`src/rtl/mul_pkg.sv`:
```
// ============================================================================
// Module   : mul_pkg
// Brief    : Shared types and helpers for the digit-serial multiply controller.
// Revision : 1.0
// ============================================================================
`default_nettype none

package mul_pkg;

  typedef enum logic [1:0] {
    IDLE = 2'd0,
    RUN  = 2'd1,
    DONE = 2'd2
  } state_t;

  localparam int PP_W = 4;

  function automatic int digits(input int width);
    return width / 2;
  endfunction

endpackage

`default_nettype wire

```
`src/rtl/mul2x2.sv`:
```
// ============================================================================
// Module   : mul2x2
// Brief    : Combinational 2-bit x 2-bit unsigned multiplier core.
// Revision : 1.0
// ============================================================================
`default_nettype none

module mul2x2
  import mul_pkg::*;
(
  input  logic [1:0]      a,
  input  logic [1:0]      b,
  output logic [PP_W-1:0] p
);

  logic t01;
  logic t10;
  logic t11;

  assign t01 = a[0] & b[1];
  assign t10 = a[1] & b[0];
  assign t11 = a[1] & b[1];

  assign p[0] = a[0] & b[0];
  assign p[1] = t01 ^ t10;
  assign p[2] = (t01 & t10) ^ t11;
  assign p[3] = t01 & t10 & t11;

endmodule

`default_nettype wire

```
`src/rtl/mul_seq_ctrl.sv`:
```
// ============================================================================
// Module   : mul_seq_ctrl
// Brief    : Sequences one shared 2x2 multiplier over all digit pairs to form
//            a full WIDTH x WIDTH unsigned product, valid/ready on both sides.
// Revision : 1.0
// ============================================================================
`default_nettype none

module mul_seq_ctrl
  import mul_pkg::*;
#(
  parameter int WIDTH = 8
) (
  input  logic               clk,
  input  logic               rst,
  input  logic               in_valid,
  output logic               in_ready,
  input  logic [WIDTH-1:0]   in_a,
  input  logic [WIDTH-1:0]   in_b,
  output logic               out_valid,
  input  logic               out_ready,
  output logic [2*WIDTH-1:0] out_p,
  output logic               busy
);

  localparam int D     = digits(WIDTH);
  localparam int IDX_W = (D > 1) ? $clog2(D) : 1;
  localparam int ACC_W = 2 * WIDTH;
  localparam logic [IDX_W-1:0] LAST = IDX_W'(D - 1);

  state_t             state_q, state_d;
  logic [WIDTH-1:0]   a_q, a_d;
  logic [WIDTH-1:0]   b_q, b_d;
  logic [ACC_W-1:0]   acc_q, acc_d;
  logic [IDX_W-1:0]   i_q, i_d;
  logic [IDX_W-1:0]   j_q, j_d;

  logic [1:0]         a_dig;
  logic [1:0]         b_dig;
  logic [PP_W-1:0]    pp;
  logic [IDX_W:0]     dig_sum;
  logic [ACC_W-1:0]   pp_shifted;

  assign a_dig      = 2'(a_q >> {i_q, 1'b0});
  assign b_dig      = 2'(b_q >> {j_q, 1'b0});
  assign dig_sum    = {1'b0, i_q} + {1'b0, j_q};
  assign pp_shifted = ACC_W'(pp) << {dig_sum, 1'b0};

  mul2x2 u_core (
    .a (a_dig),
    .b (b_dig),
    .p (pp)
  );

  always_comb begin
    state_d = state_q;
    a_d     = a_q;
    b_d     = b_q;
    acc_d   = acc_q;
    i_d     = i_q;
    j_d     = j_q;
    case (state_q)
      IDLE: begin
        if (in_valid) begin
          a_d     = in_a;
          b_d     = in_b;
          acc_d   = '0;
          i_d     = '0;
          j_d     = '0;
          state_d = RUN;
        end
      end
      RUN: begin
        acc_d = acc_q + pp_shifted;
        if (j_q == LAST) begin
          j_d = '0;
          if (i_q == LAST) begin
            i_d     = '0;
            state_d = DONE;
          end else begin
            i_d = i_q + 1'b1;
          end
        end else begin
          j_d = j_q + 1'b1;
        end
      end
      DONE: begin
        if (out_ready) state_d = IDLE;
      end
      default: state_d = IDLE;
    endcase
  end

  always_ff @(posedge clk) begin
    if (rst) begin
      state_q <= IDLE;
      a_q     <= '0;
      b_q     <= '0;
      acc_q   <= '0;
      i_q     <= '0;
      j_q     <= '0;
    end else begin
      state_q <= state_d;
      a_q     <= a_d;
      b_q     <= b_d;
      acc_q   <= acc_d;
      i_q     <= i_d;
      j_q     <= j_d;
    end
  end

  // rst gates in_ready so nothing is offered while reset is held
  assign in_ready  = (state_q == IDLE) && !rst;
  assign out_valid = (state_q == DONE);
  assign busy      = (state_q != IDLE);
  assign out_p     = acc_q;

endmodule

`default_nettype wire

```
`config.mk`:
```
export PLATFORM = sky130hd
export DESIGN_NAME = mul_seq_ctrl
export DESIGN_NICKNAME = d
export VERILOG_FILES = /design/src/rtl/mul_pkg.sv /design/src/rtl/mul2x2.sv /design/src/rtl/mul_seq_ctrl.sv
export SDC_FILE = /design/constraint.sdc
export NUM_CORES = 1
export LEC_CHECK = 0
export BUFFER_PORTS_ARGS = -buffer_cell sky130_fd_sc_hd__buf_2
export CORE_MARGIN = 2
export CORE_UTILIZATION = 30
export DETAILED_ROUTE_END_ITERATION = 12
export SLEW_MARGIN = 20
export SYNTH_ARGS = -nofsm -noshare
export SYNTH_HDL_FRONTEND = slang
export SYNTH_SLANG_ARGS = --single-unit
```
`constraint.sdc`:
```
create_clock -name clk -period 4.6 [get_ports clk]
set_input_delay 0.23 -clock clk [delete_from_list [all_inputs] [get_ports clk]]
set_output_delay 0.23 -clock clk [all_outputs]
set_load 0.02 [all_outputs]
```
==> flow_metrics.py, run 1 <==
metrics = {
    "setup_path": {
        "crit_arrival_ps": 4200,
        "startpoint": "i_q[0]",
        "rr_startpoint": "i_q[0]",
        "cp.required_ps": 4790,
        "cp_max_fo": 7,
        "ff2ff_path_depth": 14,
        "crit_type": "reg2reg",
        "startpoint_type": "flip-flop",
        "cp-end-kind": "flip-flop",
    },
    "synthesis": {
        "synth-edff-count": 0,
        "synthFlopType": "dfxtp_1",
        "syn-instance-count": 298,
        "ys_seq_area_share_pct": 31.0,
        "synthDistinctLibCells": 49,
        "synth_area_sq_mm": 0.00245,
        "synth_area_per_cell_sq_um": 8.23,
        "async_flop_share_pct": 0,
        "synthesis.nets": 340,
        "synth_warnings": 0,
        "synth_seq_cells": 38,
    },
    "drt": {
        "drcViolationCount": 0,
        "num_vias": 2142,
        "drt-wirelength-per-cell_um": 12.9,
        "ant_nets": 0,
        "drtPass1Iterations": 4,
        "drt-initial-drc-count": 79,
        "totalWireLength_um": 5550,
        "vias_per_cell": 4.98,
    },
    "clock_tree": {
        "clk_latency_ps": 290,
        "cts_hold_buf": 0,
        "cts_resized": 0,
        "tritoncts": "built",
        "numCtsBuffers": 5,
        "clkSinkCount": 38,
        "root_buffer": "clkbuf_8",
        "postCtsSetupBuffers": 0,
        "htreeDepth": 2,
        "cts_max_path_buffers": 2,
        "clkTransAtPathRegs_ps": 80,
    },
    "power": {
        "leakage_nw": 1.21,
        "ir_drop_uv": 137,
        "power_density_mw_per_mm2": 266,
        "power_mw": 0.752,
    },
    "floorplan": {
        "die-area_sq_mm": 0.00892,
        "die_width_um": 94.4,
        "rows": 32,
        "die_h_um": 94.4,
        "io_pins": 39,
        "coreArea_sq_mm": 0.00781,
        "start_util_pct": 31.4,
    },
    "job": {
        "drv_cap": 0,
    },
    "sta": {
        "tightest_slew_ps": 604,
        "rsz0062_at_grt": "no",
        "whs_ps": 166,
        "slew_viol_final": 0,
        "timing.slew.headroom_pct": 59.7,
        "layout_setup_ws_ps": 590,
        "fin_crit_ps": 4010,
        "clock_skew_ps": 4.72,
        "period_share_pct": 87.2,
        "setup_violations": 0,
        "final_hold_viol_count": 0,
        "fmax_mhz": 249,
        "fin_tns_setup_ps": 0,
    },
    "grt": {
        "grt_pass1_vias": 2042,
        "grt_antenna_before_repair": 0,
        "grt_max_degree": 34,
        "grt_use_total_pct": 13.3,
        "overflow": 0,
        "grt_pass1_wl_um": 9500,
    },
    "worst_hold_path": {
        "hold_depth": 3,
        "hold_start": "in_b[1]",
        "hp-class": "in2reg",
    },
    "place": {
        "dpl.hpwl_um": 4290,
        "place_area_sq_mm": 0.00269,
        "place_ws_ps": 588,
        "gp_congestion": 0.848,
        "port_buffers": 38,
    },
    "cells_and_area": {
        "antenna_cells": 0,
        "area_growth_syn_to_layout_pct": 15.1,
        "final_cell_mix": "nand2_1, dfxtp_1, buf_2, a21oi_1, nor2_1",
        "nets": 369,
        "final_cell_area_sq_mm": 0.00282,
        "final_common_cell": "nand2_1",
        "drive_above_1_share_pct": 18.0,
    },
    "outcome": {
        "outcome": "finished, final reports clean",
    },
}
-- sequential cells by signal, indices dropped and copies added (netlist names) --
name and cells:
i_q 2, state_q 2, b_q 8, out_p 16, j_q 2, a_q 8
-- cell type report --
class / count / area (sq um)
fillers: 842 / 4980
multi-input cells: 234 / 1570
flip-flops and latches: 38 / 761
repair buffers: 39 / 198
well taps: 102 / 128
clock buffers: 5 / 68.8
clock inverters: 3 / 68.8
inverters: 9 / 33.8
-- where the power goes --
| part | switching [mW] | internal, mW | total, mW |
|---|---|---|---|
| clock | 0.131 | 0.217 | 0.348 |
| sequential | 0.00689 | 0.338 | 0.345 |
| combinational | 0.0355 | 0.0233 | 0.0588 |
-- metrics by stage --
step                utilization, %  cells
floorplan                        -    298
global placement              34.4    422
detailed placement            34.4    422
CTS                           36.2    430
global route                  36.2    430
finish                        36.2    430
-- cells in the mapped netlist (all sizes together), types with 2 or more instances --
cell    number  area [sq um]
nand2       48           180
dfxtp       38           761
a21oi       33           169
nor2        27           101
ha          20           250
clkbuf      12          46.3
xnor2       11          96.3
inv          9          33.8
o21ai        9          48.8
a22o         8          70.1
a22oi        7          52.6
and2         7          43.8
nor2b        7          43.8
a31oi        5          31.3
buf          5          46.3
a41oi        4          35.0
mux4         4          90.1
nand3        4          20.0
a21boi       3          26.3
nand2b       3          18.8
nor3         3          15.0
o211ai       3          27.5
xor2         3          26.3
a211oi       2          15.0
fa           2          40.0
nand3b       2          15.0
nor3b        2          15.0
o21bai       2          15.0
o22ai        2          12.5
-- worst max-delay path, stage by stage (launching register included) --
cell	delay (ps)
dfxtp_1	500
mux4_2	580
and2_1	180
ha_1	190
ha_1	320
nor2b_1	140
a31oi_1	310
nor2_1	80
ha_1	360
nor2b_1	190
o211ai_1	110
a31oi_1	420
a41oi_1	200
xnor2_1	150
a22o_1	170
-- path summary, 6_finish.rpt --
kind	to	slack (ps)
setup / recovery	out_p[10]	590
hold / removal	b_q[1]	170
setup reg to reg	out_p[10]	590
hold reg to reg	a_q[1]	460
-- per-layer routing --
layer	vias to the layer above	wire [um]	share of wire (%)	GRT usage [%]
met5	-	0	0	0
met1	958	2720	49	17.6
li1	1117	-	-	-
met4	0	68	1.2	4.11
met2	60	2500	45	21.3
met3	7	263	4.7	3.27
-- logic make-up after synthesis --
| kind of cell | after synthesis | share of synthesized area [%] |
|---|---|---|
| buffers and inverters | 26 | 5.15 |
| muxes | 5 | 4.08 |
| DFF | 38 | 31.0 |
| adders and majority gates | 22 | 11.8 |
| xor gates and xnor gates | 14 | 5.00 |
| AOI/OAI and AO/OA | 83 | 22.4 |
| and+or+nand+nor | 110 | 20.6 |
(Power assumes the default switching activity.)
==> inputs of run 2 (changes only) <==
--- a/config.mk
+++ b/config.mk
@@ -5,6 +5,7 @@
 export SDC_FILE = /design/constraint.sdc
 export NUM_CORES = 1
 export LEC_CHECK = 0
+export ABC_AREA = 1
 export BUFFER_PORTS_ARGS = -buffer_cell sky130_fd_sc_hd__buf_2
 export CORE_MARGIN = 2
 export CORE_UTILIZATION = 30
==> run 2 against run 1 <==
Net effect: non-clock buffer count shrank 1; global-route usage grew 0.65 points; synthesized cell count grew 49%; critical path depth grew 4; hold slack lost 4.6 ps; sequential cell count is the same; sequential power grew 3%.
==> flow_metrics.py, run 2 <==
metrics = {
    "floorplan": {
        "die_h_um": 99.8,
        "rows": 34,
        "start_util_pct": 31.3,
        "die-area_sq_mm": 0.00996,
        "io_pins": 39,
        "coreArea_sq_mm": 0.00881,
        "die_width_um": 99.8,
    },
    "sta": {
        "fin_tns_setup_ps": 0,
        "fmax_mhz": 315,
        "fin_crit_ps": 3180,
        "rsz0062_at_grt": "no",
        "clock_skew_ps": 10.7,
        "whs_ps": 162,
        "final_hold_viol_count": 0,
        "timing.slew.headroom_pct": 54.4,
        "period_share_pct": 69.1,
        "setup_violations": 0,
        "tightest_slew_ps": 682,
        "slew_viol_final": 0,
    },
    "grt": {
        "grt_max_degree": 25,
        "grt_pass1_vias": 2532,
        "grt_use_total_pct": 13.9,
        "overflow": 0,
        "grt_pass1_wl_um": 11500,
        "grt_antenna_before_repair": 0,
    },
    "setup_path": {
        "crit_type": "reg2reg",
        "cp.required_ps": 4760,
        "path_buf_inv": 5,
        "cp-end-kind": "flip-flop",
        "r2r_end": "out_p[12]",
        "slowest_delay_ps": 560,
        "rr_startpoint": "i_q[0]",
        "ff2ff_path_depth": 18,
        "rrSetupSlack_ps": 1420,
        "cp_max_fo": 7,
        "slowest_stage": "fa_1",
        "crit_chain": "ha_1 -> inv_1 -> fa_1 -> inv_1 -> nor2_1 -> inv_1 -> nor2_1 -> ha_1 -> inv_1 -> fa_1 -> inv_1 -> nand3_1 -> nand3_1 -> nand3_1 -> nand3_1 -> nand2_1 -> nand3_1 -> a21oi_1",
        "crit_arrival_ps": 3340,
        "crit_family": "adder cells",
        "startpoint_type": "flip-flop",
    },
    "place": {
        "place_inst": 581,
        "gp_congestion": 0.849,
        "dpl.hpwl_um": 5190,
        "place_area_sq_mm": 0.00301,
        "port_buffers": 38,
    },
    "synthesis": {
        "async_flop_share_pct": 0,
        "synth_top_area_share_pct": 27.6,
        "synth-edff-count": 0,
        "ys_top_cells_by_area": "dfxtp_1, nand2_1, nor2_1, ha_1, inv_1",
        "ys_seq_area_share_pct": 27.6,
        "synth_seq_cells": 38,
        "syn-instance-count": 444,
        "synth_area_sq_mm": 0.00275,
        "synth_area_per_cell_sq_um": 6.20,
        "synthDistinctLibCells": 33,
        "synth_warnings": 0,
        "synth_common_cells": "nand2_1, nor2_1, inv_1",
        "synth.most_common_cell": "nand2_1",
        "synthFlopType": "dfxtp_1",
        "synth_top_area_cell": "dfxtp_1",
        "synthesis.nets": 486,
    },
    "power": {
        "seqPwrFrac_pct": 50.8,
        "intPower_mw": 0.487,
        "p_sw_share_pct": 30.8,
        "clockPowerShare_pct": 32.3,
        "leakage_nw": 1.61,
        "power_density_mw_per_mm2": 228,
        "ir_drop_uv": 157,
        "comb_power_share_pct": 16.9,
        "power.switching_mw": 0.216,
        "power_mw": 0.703,
    },
    "drt": {
        "drtPass1Iterations": 4,
        "top_layer_used": "met4",
        "drt-initial-drc-count": 70,
        "wl_met3_um": 266,
        "drcViolationCount": 0,
        "dr_wl_met2_um": 3090,
        "drt-wirelength-per-cell_um": 11.5,
        "wl_met1_um": 3250,
        "num_vias": 2763,
        "totalWireLength_um": 6770,
        "vias_per_cell": 4.70,
        "ant_nets": 0,
    },
    "cells_and_area": {
        "final_common_cell": "nand2_1",
        "final_cell_mix": "nand2_1, nor2_1, inv_1, dfxtp_1, buf_2",
        "final_cell_area_sq_mm": 0.00309,
        "stdcell_count": 588,
        "nets": 522,
        "antenna_cells": 0,
        "area_growth_syn_to_layout_pct": 12.1,
        "largest_register_ffs": 16,
        "drive_above_1_share_pct": 11.9,
    },
    "worst_hold_path": {
        "hold_depth": 3,
        "worstHoldEndpoint": "a_q[0]",
        "hp-class": "in2reg",
        "hold_start": "in_a[0]",
    },
    "clock_tree": {
        "clkSinkCount": 38,
        "cts_hold_buf": 0,
        "root_buffer": "clkbuf_8",
        "numCtsBuffers": 5,
        "cts_resized": 0,
        "clk_latency_ps": 290,
        "tritoncts": "built",
        "clkTransAtPathRegs_ps": 80,
        "htreeDepth": 2,
        "cts_max_path_buffers": 2,
        "postCtsSetupBuffers": 0,
    },
    "job": {
        "drv_cap": 0,
    },
    "outcome": {
        "outcome": "finished, final reports clean",
    },
}
==> run 2: changes by cell type in the layout (fill, tap and decap cells not counted), moves of 6 or more <==
cell,before,now
nand2_1,48,132
a22oi_1,7,0
o21ai_0,8,18
inv_1,9,60
a22o_1,8,0
xnor2_1,11,0
and2_1,7,1
nor2_1,27,70
nor2b_1,7,0
nand3_1,4,29
==> run 2: power by group through the flow <==
stage,logic (mW),clock network [mW],registers (mW)
4_1_cts,0.120,0.233,0.357
3_5_place_dp,0.119,0,0.365
6_report,0.119,0.227,0.357
3_3_place_gp,0.117,0,0.365
2_1_floorplan,0.0935,0,0.362
5_1_grt,0.137,0.249,0.359
==> run 2: how the worst max path moves through the flow <==
stage	start	to	slack, ps	cells after the start
2_1_floorplan	j_q[0]	out_p[12]	1850	18
3_3_place_gp	i_q[0]	out_p[12]	1510	18
3_5_place_dp	i_q[0]	out_p[12]	1440	18
4_1_cts	i_q[0]	out_p[12]	1410	18
5_1_grt	i_q[0]	out_p[10]	1060	17
6_report	i_q[0]	out_p[12]	1420	18
==> run 2: layer usage <==
layer	vias up	global-route usage [%]
li1	1476	-
met1	1210	17.8
met4	0	4.43
met3	12	3.06
met5	-	0
met2	65	23.4
==> run 2: through the flow <==
step | worst slack [ps] | utilization (%)
2_1_floorplan | 1850 | -
3_3_place_gp | 1510 | 34.2
3_5_place_dp | 1440 | 34.2
4_1_cts | 1410 | 35.1
5_1_grt | 1060 | 35.1
6_report | 1420 | 35.1
==> run 2: cells by family (layout without fill, tap and decap cells) <==
group	Yosys count	in the layout	synth area share (%)
and+or+nand+nor	248	248	37.8
buffers and inverters	74	110	11.5
AOI/OAI and AO/OA	62	62	12.5
DFF	38	38	27.6
adders and majority gates	22	22	10.5
==> run 2: area by class of cell <==
class	count	area, sq um
inverter	65	246
clock inverter	2	10.0
multi-input combinational	332	1680
fill	962	5720
clock buffer	5	68.8
sequential	38	761
tap	108	135
timing repair buffer	38	190
==> run 2: worst reg2reg max path, cell delays in order, from the launching register on <==
cell and delay (ps):
dfxtp_1 480, ha_1 190, inv_1 50, fa_1 560
inv_1 140, nor2_1 140, inv_1 60, nor2_1 90
ha_1 170, inv_1 60, fa_1 370, inv_1 120
nand3_1 80, nand3_1 150, nand3_1 120, nand3_1 90
nand2_1 50, nand3_1 70, a21oi_1 60
